$ cat config.mk
export PLATFORM = sky130hd
export DESIGN_NAME = led_breathe_cycler
export DESIGN_NICKNAME = d
export VERILOG_FILES = /design/src/rtl/led_breathe_cycler_pkg.sv /design/src/rtl/led_breathe_cycler_pwm_gen.sv /design/src/rtl/led_breathe_cycler.sv
export SDC_FILE = /design/constraint.sdc
export NUM_CORES = 1
export LEC_CHECK = 0
export CAP_MARGIN = 20
export CORE_AREA = 2 2 86 88
export CTS_CLUSTER_DIAMETER = 60
export DETAILED_ROUTE_END_ITERATION = 6
export DIE_AREA = 0 0 88 90
export GPL_TIMING_DRIVEN = 0
export PLACE_DENSITY_LB_ADDON = 0.3
export SLEW_MARGIN = 20
export SYNTH_ARGS = -nofsm -noshare
export SYNTH_HDL_FRONTEND = slang
export SYNTH_SLANG_ARGS = --single-unit
$ cat constraint.sdc
create_clock -name ICE_CLK -period 2.17 [get_ports ICE_CLK]
set_clock_uncertainty 0.1 [all_clocks]
set_input_delay 0.217 -clock ICE_CLK [delete_from_list [all_inputs] [get_ports ICE_CLK]]
set_output_delay 0.217 -clock ICE_CLK [all_outputs]
set_load 0.02 [all_outputs]
$ cat src/rtl/led_breathe_cycler_pkg.sv
// ----------------------------------------------------------------------------
// led_breathe_cycler_pkg
// Shared definitions for the LED blocks: mode encodings, ramp FSM state
// encodings and the derivation of the full-scale brightness level.
// ----------------------------------------------------------------------------
package led_breathe_cycler_pkg;

  // Operating modes, as presented on the 2-bit mode input.
  typedef enum logic [1:0] {
    MODE_CYCLE = 2'b00,  // breathe one channel, advance at breath end
    MODE_ALL   = 2'b01,  // all channels breathe together
    MODE_HOLD  = 2'b10,  // current channel at constant full scale
    MODE_OFF   = 2'b11   // everything dark
  } mode_e;

  // Ramp FSM states.
  typedef enum logic {
    ST_UP   = 1'b0,
    ST_DOWN = 1'b1
  } ramp_state_e;

  // Full-scale level for a PWM_W-bit brightness value: 2^PWM_W - 1.
  function automatic int unsigned max_level(input int unsigned pwm_w);
    return (32'd1 << pwm_w) - 32'd1;
  endfunction

endpackage

$ cat src/rtl/led_breathe_cycler_pwm_gen.sv
// ----------------------------------------------------------------------------
// pwm_gen
// Free-running PWM_W-bit counter plus comparator. The output is high while
// the counter is below duty, so duty/2^PWM_W of every counter period.
//
// Ports:
//   clk      in   clock, rising edge
//   rst      in   synchronous active-high reset (counter to 0)
//   duty     in   PWM_W  compare level
//   pwm_out  out  1      high while counter < duty
// ----------------------------------------------------------------------------
module pwm_gen #(
  parameter int unsigned PWM_W = 8
) (
  input  logic             clk,
  input  logic             rst,
  input  logic [PWM_W-1:0] duty,
  output logic             pwm_out
);

  logic [PWM_W-1:0] cnt_q;
  logic [PWM_W-1:0] cnt_d;

  // Counter never stops; enable does not gate the PWM.
  always_comb begin
    cnt_d = cnt_q + PWM_W'(1);
  end

  always_ff @(posedge clk) begin
    if (rst) begin
      cnt_q <= '0;
    end else begin
      cnt_q <= cnt_d;
    end
  end

  assign pwm_out = (cnt_q < duty);

endmodule

$ cat src/rtl/led_breathe_cycler.sv
// ----------------------------------------------------------------------------
// led_breathe_cycler
// Ramps a brightness level 0 -> MAX -> 0 ("a breath") one step per prescaler
// tick and drives it as PWM onto one LED (CYCLE, advancing channel at each
// breath end), all LEDs (ALL), one LED at full scale (HOLD) or none (OFF).
//
// Ports:
//   ICE_CLK      in   sole clock, rising edge
//   RST          in   synchronous active-high reset
//   enable       in   1 = run; 0 = freeze prescaler, level, state, channel
//   mode         in   2      mode_e encoding, sampled only between breaths
//   step_div     in   DIV_W  clocks per level step (0 behaves as 1)
//   leds         out  N_LEDS PWM LED outputs, active-high
//   channel      out  clog2(N_LEDS) active channel index
//   level        out  PWM_W  current brightness level
//   breath_done  out  1      one-cycle pulse after each breath ends
//   dbg_state    out  ramp FSM state (UP/DOWN)
// ----------------------------------------------------------------------------
module led_breathe_cycler
  import led_breathe_cycler_pkg::*;
#(
  parameter int unsigned N_LEDS = 5,
  parameter int unsigned PWM_W  = 8,
  parameter int unsigned DIV_W  = 16,
  localparam int unsigned CH_W  = $clog2(N_LEDS)
) (
  input  logic              ICE_CLK,
  input  logic              RST,
  input  logic              enable,
  input  logic [1:0]        mode,
  input  logic [DIV_W-1:0]  step_div,
  output logic [N_LEDS-1:0] leds,
  output logic [CH_W-1:0]   channel,
  output logic [PWM_W-1:0]  level,
  output logic              breath_done,
  output ramp_state_e       dbg_state
);

  localparam logic [PWM_W-1:0] MAX     = PWM_W'(max_level(PWM_W));
  localparam logic [CH_W-1:0]  LAST_CH = CH_W'(N_LEDS - 1);

  // --------------------------------------------------------------------------
  // Prescaler. The terminal count is latched at each wrap (and at reset) so a
  // step_div change only takes effect at the next wrap.
  // --------------------------------------------------------------------------
  logic [DIV_W-1:0] presc_q, presc_d;
  logic [DIV_W-1:0] limit_q, limit_d;
  logic [DIV_W-1:0] step_lim;
  logic             tick;

  assign step_lim = (step_div == '0) ? '0 : (step_div - DIV_W'(1));
  assign tick     = (presc_q == limit_q);

  always_comb begin
    presc_d = presc_q;
    limit_d = limit_q;
    if (enable) begin
      if (tick) begin
        presc_d = '0;
        limit_d = step_lim;
      end else begin
        presc_d = presc_q + DIV_W'(1);
      end
    end
  end

  // --------------------------------------------------------------------------
  // Ramp FSM, channel pointer and sampled mode.
  // --------------------------------------------------------------------------
  ramp_state_e      state_q, state_d;
  logic [PWM_W-1:0] level_q, level_d;
  logic [CH_W-1:0]  channel_q, channel_d;
  mode_e            mode_q, mode_d;
  logic             done_q, done_d;
  logic             step;

  assign step = tick & enable;

  always_comb begin
    state_d   = state_q;
    level_d   = level_q;
    channel_d = channel_q;
    mode_d    = mode_q;
    done_d    = 1'b0;

    // Mode is only taken while idle at the bottom of a breath; a step taken
    // in the same cycle still uses the old mode.
    if ((level_q == '0) && (state_q == ST_UP)) begin
      mode_d = mode_e'(mode);
    end

    if ((mode_q == MODE_HOLD) || (mode_q == MODE_OFF)) begin
      // Parked at the bottom; also pulls back a step taken on the cycle the
      // new mode was sampled.
      state_d = ST_UP;
      level_d = '0;
    end else if (step) begin
      unique case (state_q)
        ST_UP: begin
          if (level_q >= MAX - PWM_W'(1)) begin
            level_d = MAX;
            state_d = ST_DOWN;
          end else begin
            level_d = level_q + PWM_W'(1);
          end
        end
        ST_DOWN: begin
          if (level_q <= PWM_W'(1)) begin
            level_d = '0;
            state_d = ST_UP;
            done_d  = 1'b1;
            if (mode_q == MODE_CYCLE) begin
              channel_d = (channel_q == LAST_CH) ? '0 : channel_q + CH_W'(1);
            end
          end else begin
            level_d = level_q - PWM_W'(1);
          end
        end
        default: begin
          state_d = ST_UP;
          level_d = '0;
        end
      endcase
    end
  end

  always_ff @(posedge ICE_CLK) begin
    if (RST) begin
      presc_q   <= '0;
      limit_q   <= step_lim;
      state_q   <= ST_UP;
      level_q   <= '0;
      channel_q <= '0;
      mode_q    <= MODE_OFF;
      done_q    <= 1'b0;
    end else begin
      presc_q   <= presc_d;
      limit_q   <= limit_d;
      state_q   <= state_d;
      level_q   <= level_d;
      channel_q <= channel_d;
      mode_q    <= mode_d;
      done_q    <= done_d;
    end
  end

  // --------------------------------------------------------------------------
  // Output drive: one shared PWM fanned out through a channel mask.
  // --------------------------------------------------------------------------
  logic [PWM_W-1:0]  drive_level;
  logic [N_LEDS-1:0] chan_mask;
  logic              pwm_on;

  always_comb begin
    drive_level = '0;
    chan_mask   = '0;
    unique case (mode_q)
      MODE_CYCLE: begin
        drive_level = level_q;
        chan_mask   = N_LEDS'(1) << channel_q;
      end
      MODE_ALL: begin
        drive_level = level_q;
        chan_mask   = '1;
      end
      MODE_HOLD: begin
        drive_level = MAX;
        chan_mask   = N_LEDS'(1) << channel_q;
      end
      default: begin
        drive_level = '0;
        chan_mask   = '0;
      end
    endcase
  end

  pwm_gen #(
    .PWM_W (PWM_W)
  ) u_pwm_gen (
    .clk     (ICE_CLK),
    .rst     (RST),
    .duty    (drive_level),
    .pwm_out (pwm_on)
  );

  assign leds        = chan_mask & {N_LEDS{pwm_on}};
  assign channel     = channel_q;
  assign level       = level_q;
  assign breath_done = done_q;
  assign dbg_state   = state_q;

endmodule

=== After elaboration in Yosys (flattened, before gate mapping) ===
Cells that the tools add are included.

* Register bits: 55
* Word-level logic and storage cells: 56
* Output and inout bits: 18
* Bits of input ports: 21

* Add/subtract/negate cells: 6
* Reduce and logical (&&, ||, !) cells: 13
* Bitwise gates (word level): 5
* Mux-type cells: 15
* $lt $le $gt $ge: 3
* Shift-type cells: 1
* Equal/unequal tests: 5

{| class="wikitable"
|+ Operator list
! cell !! count
|-
| 16-bit 2-to-1 mux || 5
|-
| 8-bit case mux with 2 select lines || 2
|-
| 16-bit by 1-bit adder with 16-bit output (second input constant) || 1
|-
| 8-bit by 1-bit adder with 8-bit output (second input constant) || 2
|-
| 16-bit == test || 1
|-
| 16-bit logical NOT || 1
|-
| 8-bit 2-to-1 mux || 2
|-
| 16-bit by 1-bit subtractor with 16-bit output (second input constant) || 1
|-
| 5-bit case mux with 2 select lines || 1
|-
| 8-bit >= comparator (second input constant) || 1
|-
| 8-bit by 1-bit less-or-equal comparator with 1-bit output (second input constant) || 1
|-
| 8-bit logical NOT || 1
|-
| 8-bit less-than comparator || 1
|-
| 8-bit by 1-bit subtractor with 8-bit output (second input constant) || 1
|-
| 2-bit OR reduction || 3
|-
| 5-bit bitwise AND || 1
|-
| 5-bit AND reduction || 1
|-
| 1-bit by 3-bit << shifter with 5-bit output (first input constant) || 1
|-
| 2-bit == test (second input constant) || 2
|-
| 2-bit nonzero test || 2
|-
| 4-bit OR reduction || 1
|-
| 3-bit by 1-bit adder with 3-bit output (second input constant) || 1
|-
| 3-bit == test (second input constant) || 1
|-
| 1-bit 2-to-1 mux || 3
|-
| other kinds (9) || 11
|}

=== Longest topological paths before layout ===
Gate-level depths: netlist of the first run.

* Depth in word-level cells: 5
* Depth in mapped cells: 9

=== Hierarchy ===
Synthesis of the first run repeated with hierarchy kept, for this count alone.

* Cells, all modules: 415
* Area total of the unflattened synthesis: 3,480.8 um^2

{| class="wikitable"
|+ By module, submodules not included
! module !! area each (um^2) !! times used !! sequential area each (um^2) !! cells each
|-
| led_breathe_cycler || 2,994.1 || 1 || 1,101.1 || 356
|-
| pwm_gen || 486.7 || 1 || 160.2 || 59
|}

=== Least setup slack after synthesis of the first run ===
OpenSTA, ideal clock, no wires.

* Path type: reg-to-output
* From: register level_q[4] (netlist: level[4])
* To: output leds[0]
* Data required time: 1.853 ns
* Stages on the path, launching flop included: 7
* Path buffers: 1
* Data arrival time: 2.057 ns
* Setup slack: -0.204 ns
* Path through: dfxtp_1 > clkbuf_1 > a21oi_1 > ha_1 > o2111ai_1 > o21ai_0 > nor3_1

* Longest elaborated chain between the ends: 3

{| class="wikitable"
|+ RTL lines
! item !! RTL line !! text
|-
| from (decl) || led_breathe_cycler.sv:71 || <nowiki>logic [PWM_W-1:0] level_q, level_d;</nowiki>
|-
| from (signal assigned) || led_breathe_cycler.sv:140 || <nowiki>level_q <= level_d;</nowiki>
|-
| 8-bit case mux with 2 select lines || led_breathe_cycler.sv:157 || <nowiki>unique case (mode_q)</nowiki>
|-
| 8-bit less-than comparator || led_breathe_cycler_pwm_gen.sv:37 || <nowiki>assign pwm_out = (cnt_q < duty);</nowiki>
|-
| 5-bit bitwise AND || led_breathe_cycler.sv:186 || <nowiki>assign leds = chan_mask & {N_LEDS{pwm_on}};</nowiki>
|-
| to (decl) || led_breathe_cycler.sv:32 || <nowiki>output logic [N_LEDS-1:0] leds,</nowiki>
|}

No other way between the ends.

=== Final worst setup path of the first run ===
* From: register mode_q[1]
* To: output leds[2]

* Longest elaborated chain between the ends: 5
* Elaborated cells on any way between the ends: 9

{| class="wikitable"
|+ RTL lines
! item !! RTL line !! text
|-
| from (decl) || led_breathe_cycler.sv:73 || <nowiki>mode_e mode_q, mode_d;</nowiki>
|-
| from (signal assigned) || led_breathe_cycler.sv:142 || <nowiki>mode_q <= mode_d;</nowiki>
|-
| 2-bit by 1-bit == test with 1-bit output / 2-bit logical NOT (equally long branches) || led_breathe_cycler.sv:157 ||
|-
| 2-bit OR reduction (no source line) || -- ||
|-
| 8-bit case mux with 2 select lines || led_breathe_cycler.sv:157 ||
|-
| 8-bit less-than comparator || led_breathe_cycler_pwm_gen.sv:37 ||
|-
| 5-bit bitwise AND (*) || led_breathe_cycler.sv:186 ||
|}

Mark *: on every way between the ends. The rest lies on a longest branch, timed or not.

==> results.py, run 1 <==
metrics = {
    "finish": {
        "layout_common_cells": "nor2_1 (59), dfxtp_1 (35), clkdlybuf4s50_1 (30), xor2_1 (29), nand2_1 (22)",
        "drive_above_1_share_pct": 18.10,
        "finalNetCount": 483,
        "fin_area_um2": 4239,
        "regArea_um2": 1266,
        "diodes": 0,
        "area_growth_pct": 23.24,
        "nFillCells": 617,
        "fin_util_pct": 60.38,
        "final_common_cell": "nor2_1",
        "multi_input_area_um2": 2121,
    },
    "die": {
        "die_area_um2": 7920,
        "die_y_um": 90,
        "start_util_pct": 48.99,
        "dieWidth_um": 88,
        "io_pins": 39,
        "core_um2": 7020,
        "row_count": 31,
    },
    "yosys": {
        "ys_seq_area_share_pct": 36.67,
        "synth.area.top_cells": "dfxtp_1 (23%), edfxtp_1 (14%), ha_1 (7.6%)",
        "ys_seq_elements": 55,
        "synth.distinct_cells": 57,
        "syn-num-nets": 430,
        "synth-edff-count": 16,
        "yosysTopAreaCell": "dfxtp_1",
        "synth.top_cell.area_share_pct": 22.70,
        "synth_area_um2": 3440,
        "syn_area_per_cell_um2": 8.865,
        "synthArstFlopShare_pct": 0,
        "synth_warnings": 0,
        "synthCells": 388,
        "synthFlopType": "dfxtp_1",
    },
    "pwr": {
        "power_density_nw_per_um2": 483.8,
        "p_leak_nw": 1.610,
        "ir_worst_vdd_mv": 0.2719,
    },
    "critical_path": {
        "path_cells": "buf_6 > nor2b_4 > a21oi_2 > ha_1 > o21a_1 > o21ai_1 > a211oi_2 > buf_4 > nor3_2 > buf_4",
        "criticalPathCategory": "register to output port",
        "crit_start": "mode_q[1]",
        "worst_ep_arrival_time_ns": 2.08,
        "startpoint_type": "register",
        "rr_startpoint": "limit_q[9]",
        "slowest_delay_ns": 0.34,
        "path_max_fanout": 5,
        "end_kind": "output port",
        "worst_ep_required_time_ns": 1.85,
        "crit_path_frequent_cell": "buf_4",
        "cpMaxStageDelayCell": "dfxtp_2",
    },
    "detailed_routing": {
        "drc": 0,
        "wl_per_cell_um": 13.56,
        "ant_nets": 0,
        "vias": 2923,
        "drt-total-wl_um": 7335,
        "dr.first_iter.drc_count": 135,
        "post_drt_via_cell_ratio": 5.403,
        "drt_pass1_iterations": 4,
    },
    "clocking": {
        "clock_sinks": 55,
        "cts_inserted_buffers": 5,
        "htreeDepth": 2,
        "clkTransAtPathRegs_ns": 0.09,
        "clk_latency_ns": 0.31,
        "cts_hold_buf": 0,
        "cts_tree": "built",
        "cts_root_buffer": "clkbuf_8",
        "clk_path_buf_depth": 2,
    },
    "hold_path": {
        "holdCritStartpoint": "enable",
        "hp-class": "input pin to register",
    },
    "timing": {
        "finalMaxSlewViolations": 0,
        "max_freq_ghz": 0.4177,
        "fin_crit_ns": 2.394,
        "relSlewSlack_pct": 62.65,
        "worst_pin_slew_ns": 0.5560,
        "hold_violations": 0,
        "rsz0062_at_grt": "yes",
        "setup_violations": 5,
        "finalWorstSetupSlack_ns": -0.2243,
        "fin_crit_sh_pct": 110.3,
        "setup_tns_ns": -1.047,
    },
    "grt": {
        "grt_usage_pct": 18.66,
        "grt_pass1_wl_um": 12010,
        "first_global_vias": 2751,
        "grt_overflow": 0,
        "grt_max_degree": 33,
        "antenna_found_initial": 0,
    },
    "placed_design": {
        "placed_area_um2": 3959,
        "gp_congestion": 0.8464,
        "numPortBuffers": 36,
        "dp_hpwl_um": 5444,
    },
    "flow_run": {
        "maxCapViolations": 0,
    },
    "status": {
        "outcome": "finished with violations",
        "violations": "negative setup slack",
    },
}
per-stage QoR:
stage	setup WS (ns)	std cells	hold WS [ns]	power, W
finish	-0.2243	541	0.1683	0.002051
global route	-0.3250	541	0.1987	0.002140
detailed placement	-0.6599	523	0.3606	0.001379
CTS	-0.2411	533	0.1691	0.002062
floorplan	0.009783	388	0.3020	0.001287
global placement	-0.5680	523	0.3486	0.001371
power by group:
part | switching, W | leakage (nW) | internal [W]
logic | 0.000130 | 1.08 | 0.000126
registers | 0.0000248 | 0.473 | 0.00110
clock network | 0.000323 | 0.0554 | 0.000350
total | 0.000478 | 1.61 | 0.00157
cell type report:
| cell class | instances | area share (%) |
|---|---|---|
| flip-flops and latches | 55 | 29.87 |
| multi-input cells | 299 | 50.03 |
| repair buffers | 47 | 10.15 |
| well taps | 99 | 2.922 |
| clock inverters | 1 | 0.7084 |
| plain buffers | 18 | 3.158 |
| inverters | 15 | 1.328 |
| clock buffers | 7 | 1.830 |
routing by layer:
layer,GRT usage [%],vias up,share of wire (%)
li1,-,1473,-
met1,22.11,1332,41
met2,33.33,104,52
met3,3.398,14,5.3
met4,5.897,0,1.7
met5,0,-,0
cell families (layout without fill, tap and decap cells):
logic type / Yosys count / after routing / share of synthesized area [%]
XOR/XNOR: 48 / 48 / 12.22
AND/OR/NAND/NOR: 157 / 157 / 24.01
multiplexers: 7 / 7 / 2.146
adder cells (fa/ha/maj): 21 / 21 / 7.639
flip-flops: 55 / 55 / 36.67
AO/OA/AOI/OAI: 66 / 66 / 12.19
buffers and inverters: 34 / 88 / 5.129
worst paths after layout:
check,end,slack (ns),cells past startpoint
max reg2reg,level[0],0.08,7
min reg2reg,u_pwm_gen.cnt_q[0],0.38,1
max,leds[2],-0.22,10
min,presc_q[0],0.17,3
Yosys cell counts, types with 6 or more instances:
cell       n
a21oi_1   21
a31oi_1    7
buf_2      6
clkbuf_1   6
dfxtp_1   39
edfxtp_1  16
ha_1      21
inv_1     15
nand2_1   22
nand3_1   16
nand4_1   11
nor2_1    59
nor3_1    14
o21ai_0   17
xnor2_1   19
xor2_1    29
what timing repair did:
item / CTS / global route
pin swaps: 2 / 7
endpoints found under the hold margin: 0 / 0
buffers inserted: 3 / 7
gates resized for setup: 44 / 10
endpoints found under the setup margin: 28 / 37
gates cloned: 0 / 1
critical path: cells and delay by family (launching register included):
kind                       cells  cell delay (ns)
buffers and inverters          3             0.44
AOI/OAI and AO/OA              4             0.38
and+or+nand+nor                2             0.35
DFF                            1             0.34
adders and majority gates      1             0.26
registers in the layout, summed over array words and instances (netlist names):
register	cells
mode_q	2
dbg_state	1
u_pwm_gen.cnt_q	8
presc_q	16
breath_done	1
limit_q	16
level	8
channel	3
Power figures use the tool's default switching activity.
==> run 2, diff against run 1 <==
--- a/config.mk
+++ b/config.mk
@@ -11,7 +11,7 @@
 export DETAILED_ROUTE_END_ITERATION = 6
 export DIE_AREA = 0 0 88 90
 export GPL_TIMING_DRIVEN = 0
-export PLACE_DENSITY_LB_ADDON = 0.3
+export PLACE_DENSITY = 0.81
 export SLEW_MARGIN = 20
 export SYNTH_ARGS = -nofsm -noshare
 export SYNTH_HDL_FRONTEND = slang
==> run 2 against run 1 <==
Against the previous run:
- the run still ends with negative setup slack left
- combinational power rose by 3%
- worst setup slack improved by 0.028 ns
- sequential power about the same
- sequential share of layout area shrank 0.055 points
- fmax increased by 1.2%
- cell area is 0.38% higher
- largest power group unchanged
- highest routed layer unchanged
==> results.py, run 2 (synthesis results as in run 1) <==
metrics = {
    "hold_path": {
        "holdCritStartpoint": "RST",
        "holdPathStages": 2,
        "hp-class": "input pin to register",
        "hold_end": "u_pwm_gen.cnt_q[1]",
    },
    "critical_path": {
        "startpoint_type": "register",
        "path_cells": "buf_6 > nor2b_4 > a21oi_2 > ha_1 > o21a_1 > o21ai_2 > a211oi_4 > buf_6 > nor3_2 > buf_4",
        "critPathTopFamily": "buffers and inverters",
        "end_kind": "output port",
        "worst_ep_required_time_ns": 1.85,
        "path_max_fanout": 9,
        "regToRegEndpoint": "level[0]",
        "slowest_delay_ns": 0.33,
        "reg2regPathDepth": 7,
        "worst-path-buf-inv": 3,
        "reg2reg_slack_ns": 0.08,
        "criticalPathCategory": "register to output port",
        "cpMaxStageDelayCell": "dfxtp_2",
        "crit_path_frequent_cell": "buf_6",
        "worst_ep_arrival_time_ns": 2.05,
        "rr_startpoint": "presc_q[0]",
    },
    "timing": {
        "finalMaxSlewViolations": 0,
        "worst_pin_slew_ns": 0.5770,
        "finalWorstSetupSlack_ns": -0.1963,
        "setup_violations": 5,
        "relSlewSlack_pct": 61.18,
        "fin_crit_sh_pct": 109.0,
        "fin_crit_ns": 2.366,
        "holdWs_ns": 0.1882,
        "rsz0062_at_grt": "yes",
        "max_freq_ghz": 0.4226,
        "hold_violations": 0,
    },
    "finish": {
        "nFillCells": 608,
        "layout_common_cells": "nor2_1 (59), dfxtp_1 (33), clkdlybuf4s50_1 (30), xor2_1 (29), nand2_1 (22)",
        "reg.largest.list": "limit_q: 16 flops, presc_q: 16 flops",
        "area_growth_pct": 23.72,
        "drive_above_1_share_pct": 18.72,
        "diodes": 0,
        "final_common_cell": "nor2_1",
        "finalNetCount": 480,
    },
    "detailed_routing": {
        "drt-total-wl_um": 7446,
        "wl_per_cell_um": 13.87,
        "post_drt_via_cell_ratio": 5.451,
        "ant_nets": 0,
        "dr.first_iter.drc_count": 108,
        "vias": 2927,
        "drc": 0,
        "drt_pass1_iterations": 4,
    },
    "clocking": {
        "cts_hold_buf": 0,
        "htreeDepth": 2,
        "clkTransAtPathRegs_ns": 0.10,
        "clk_path_buf_depth": 2,
        "cts_tree": "built",
        "cts_root_buffer": "clkbuf_8",
        "cts_inserted_buffers": 5,
        "clk_latency_ns": 0.31,
        "clock_sinks": 55,
    },
    "flow_run": {
        "maxCapViolations": 0,
    },
    "grt": {
        "grt_overflow": 0,
        "grt_usage_pct": 18.65,
        "antenna_found_initial": 0,
        "grt_max_degree": 33,
        "first_global_vias": 2781,
        "grt_pass1_wl_um": 12160,
    },
    "die": {
        "dieWidth_um": 88,
        "start_util_pct": 48.99,
        "core_um2": 7020,
        "die_area_um2": 7920,
        "io_pins": 39,
        "row_count": 31,
        "die_y_um": 90,
    },
    "placed_design": {
        "gp_congestion": 0.9420,
        "preCtsSetupSlack_ns": -0.6108,
        "numPortBuffers": 36,
        "dp_hpwl_um": 5369,
    },
    "pwr": {
        "power_density_nw_per_um2": 470.7,
        "ir_worst_vdd_mv": 0.2835,
        "switchingPower_w": 0.0004729,
        "clock_power_share_pct": 30.9,
        "combinationalPowerShare_pct": 13.2,
        "p_leak_nw": 1.601,
        "internal-power_w": 0.001530,
        "p_seq_share_pct": 55.9,
        "switching_share_pct": 23.61,
    },
    "status": {
        "violations": "negative setup slack",
        "outcome": "finished with violations",
    },
}
==> run 2: repair_timing <==
action | 4_1_cts | 5_1_grt
buffers inserted | 3 | 6
pin swaps | 4 | 16
hold endpoints to repair | 0 | 0
endpoints found under the setup margin | 33 | 53
gates resized for setup | 46 | 16
==> run 2: per-layer routing <==
| metal | part of all wire, % | up-vias | global-route usage, % |
|---|---|---|---|
| li1 | - | 1466 | - |
| met1 | 41 | 1338 | 22.35 |
| met2 | 52 | 106 | 33.02 |
| met3 | 5.3 | 17 | 3.306 |
| met4 | 1.9 | 0 | 6.154 |
| met5 | 0 | - | 0 |
==> run 2: how the worst max path moves through the flow <==
stage / cells after the start / end / slack (ns) / startpoint
5_1_grt: 10 / leds[1] / -0.32 / mode_q[1]
4_1_cts: 9 / leds[1] / -0.25 / mode_q[1]
6_report: 10 / leds[1] / -0.20 / mode_q[1]
2_1_floorplan: 6 / leds[3] / 0.01 / level[4]
3_5_place_dp: 8 / leds[3] / -0.61 / mode_q[1]
3_3_place_gp: 8 / leds[3] / -0.53 / mode_q[1]
==> run 2: final cells by class <==
type	instances	area (µm²)	area share, %
plain buffers	18	136.4	3.205
well taps	99	123.9	2.911
clock buffers	7	101.3	2.382
inverters	15	60.06	1.411
flip-flops and latches	55	1269	29.81
multi-input cells	299	2138	50.25
repair buffers	44	426.7	10.03
==> run 2: through the flow <==
stage	std cells	area [µm²]	total power, W	util, %	setup TNS [ns]
floorplan	388	3475	0.001287	-	0
global placement	523	3959	0.001370	56.39	-7.057
detailed placement	523	3959	0.001377	56.39	-9.485
CTS	531	4140	0.002010	58.97	-1.192
global route	537	4255	0.002084	60.61	-1.491
finish	537	4255	0.002003	60.61	-0.9224
==> run 2: power groups by stage <==
stage                     Sequential (W)  Combinational (W)  Clock [W]
final                            0.00112           0.000264   0.000620
after floorplan                  0.00114           0.000149          0
after global placement           0.00114           0.000228          0
after CTS                        0.00112           0.000255   0.000636
after global routing             0.00112           0.000291   0.000670
after detailed placement         0.00114           0.000235          0
==> run 3, diff against run 2 <==
==> constraint.sdc (replaced) <==
create_clock -name ICE_CLK -period 2.17 [get_ports ICE_CLK]
set_clock_uncertainty 0.1 [all_clocks]
set_input_delay 0.217 -clock ICE_CLK [delete_from_list [all_inputs] [get_ports ICE_CLK]]
set_output_delay 0.217 -clock ICE_CLK [all_outputs]
set_load 0.005 [all_outputs]
==> run 3 against run 2 <==
Against the previous run:
- the run still ends with negative setup slack left
- clock-buffer cell count is the same
- worst setup slack got worse by 0.068 ns
- non-clock buffer count up 4
- critical endpoint is now leds[3]
- sequential share of layout area about the same
- power is 1.4% higher
- utilization barely moved
- cell count is 0.93% higher
- via count up 2.0%
- largest cell class unchanged
==> results.py, run 3 (synthesis results as in run 1) <==
metrics = {
    "critical_path": {
        "crit_path_frequent_cell": "buf_6",
        "cpMaxStageDelayCell": "dfxtp_2",
        "criticalPathCategory": "register to output port",
        "end_kind": "output port",
        "startpoint_type": "register",
        "slowest_delay_ns": 0.33,
        "worst_ep_required_time_ns": 1.85,
        "critPathTopFamily": "compound AO/OA/AOI/OAI gates",
        "worst-path-buf-inv": 3,
        "path_cells": "buf_6 > nor2b_4 > buf_6 > a21oi_2 > ha_1 > o21a_1 > o21ai_2 > a211oi_4 > nor3_1 > buf_2",
        "path_depth": 10,
        "path_max_fanout": 8,
        "worst_ep_arrival_time_ns": 2.12,
        "reg2regPathDepth": 8,
    },
    "timing": {
        "rsz0062_at_grt": "yes",
        "hold_violations": 0,
        "finalMaxSlewViolations": 0,
        "setup_violations": 5,
        "relSlewSlack_pct": 64.65,
        "finalWorstSetupSlack_ns": -0.2639,
        "holdWs_ns": 0.1834,
        "max_freq_ghz": 0.4109,
        "worst_pin_slew_ns": 0.5263,
        "fin_crit_ns": 2.434,
        "fin_crit_sh_pct": 112.2,
    },
    "flow_run": {
        "maxCapViolations": 0,
    },
    "placed_design": {
        "dp_hpwl_um": 5212,
        "placed_area_um2": 3924,
        "numPortBuffers": 36,
        "dp.cells": 523,
        "gp_congestion": 0.9033,
    },
    "detailed_routing": {
        "vias": 2986,
        "drc": 0,
        "drt_pass1_iterations": 5,
        "ant_nets": 0,
        "post_drt_via_cell_ratio": 5.509,
        "wl_per_cell_um": 13.68,
        "dr.first_iter.drc_count": 134,
        "drt-total-wl_um": 7416,
    },
    "grt": {
        "antenna_found_initial": 0,
        "first_global_vias": 2722,
        "grt_usage_pct": 18.13,
        "grt_pass1_wl_um": 11790,
        "grt_overflow": 0,
        "grt_max_degree": 33,
    },
    "die": {
        "start_util_pct": 48.99,
        "dieWidth_um": 88,
        "core_um2": 7020,
        "io_pins": 39,
        "die_y_um": 90,
        "die_area_um2": 7920,
        "row_count": 31,
    },
    "finish": {
        "fin_util_pct": 60.60,
        "post_layout_nonfiller_instances": 542,
        "final_common_cell": "nor2_1",
        "reg.largest.list": "limit_q: 16 flops, presc_q: 16 flops",
        "finalNetCount": 484,
        "diodes": 0,
        "fin_area_um2": 4254,
        "layout_common_cells": "nor2_1 (59), dfxtp_1 (34), clkdlybuf4s50_1 (30), xor2_1 (29), nand2_1 (22)",
        "drive_above_1_share_pct": 17.83,
        "area_growth_pct": 23.68,
    },
    "hold_path": {
        "holdPathStages": 3,
        "hp-class": "input pin to register",
    },
    "clocking": {
        "cts_hold_buf": 0,
        "clkTransAtPathRegs_ns": 0.09,
        "cts_root_buffer": "clkbuf_8",
        "cts_tree": "built",
        "clock_sinks": 55,
        "clk_path_buf_depth": 2,
        "cts_inserted_buffers": 5,
        "clk_latency_ns": 0.31,
        "htreeDepth": 2,
    },
    "pwr": {
        "ir_worst_vdd_mv": 0.3239,
        "power_density_nw_per_um2": 477.6,
        "p_leak_nw": 1.625,
    },
    "status": {
        "outcome": "finished with violations",
        "violations": "negative setup slack",
    },
}
[run 3: cell types whose count changed in the layout (fill, tap and decap cells not counted), moves of 2 or more]
cell / delta
buf_2: +4
nor3_2: -6
nor3_1: +5
buf_4: +2
[run 3: final timing paths]
path	from	end	slack [ns]
max	mode_q[1]	leds[3]	-0.26
min	enable	presc_q[0]	0.18
max reg2reg	level[0]	channel[1]	0.12
min reg2reg	u_pwm_gen.cnt_q[0]	u_pwm_gen.cnt_q[0]	0.39
[run 3: worst min-delay path: stages]
cell and delay, ns:
buf_2 0.17, xnor2_1 0.08, nor2_1 0.08
[run 3: timing repair]
item                                    CTS  global route
pin swaps                                13            12
endpoints found under the hold margin     0             0
gates resized for setup                  48            16
endpoints found under the setup margin   39            53
buffers inserted                          4             9
[run 3: through the flow]
| stage | worst slack, ns | total power, W | TNS, ns |
|---|---|---|---|
| 3_5_place_dp | -0.6433 | 0.001360 | -10.91 |
| 6_report | -0.2639 | 0.002032 | -1.246 |
| 4_1_cts | -0.2298 | 0.002042 | -1.049 |
| 2_1_floorplan | 0.07800 | 0.001270 | 0 |
| 5_1_grt | -0.3483 | 0.002115 | -1.707 |
| 3_3_place_gp | -0.5698 | 0.001352 | -8.258 |
[run 3: area by class of cell]
cell class,count,area [µm²]
inverters,15,62.56
repair buffers,49,439.2
flip-flops and latches,55,1267
clock buffers,7,77.57
fillers,582,2766
well taps,99,123.9
clock inverters,1,30.03
plain buffers,17,131.4
multi-input cells,299,2122
[run 3: layer usage]
metal	vias to the layer above	share of wire [%]	wire length [µm]	GRT usage [%]
li1	1476	-	-	-
met1	1376	40	2948	20.72
met2	118	53	3900	33.33
met3	16	5.9	441	3.673
met4	0	1.7	125	5.000
met5	-	0	0	0
[run 3: report_power, final]
group | total, W | leakage, nW | switching [W] | internal (W)
clock network | 0.000667 | 0.0554 | 0.000317 | 0.000350
registers | 0.00112 | 0.473 | 0.0000237 | 0.00110
logic | 0.000245 | 1.10 | 0.000123 | 0.000121
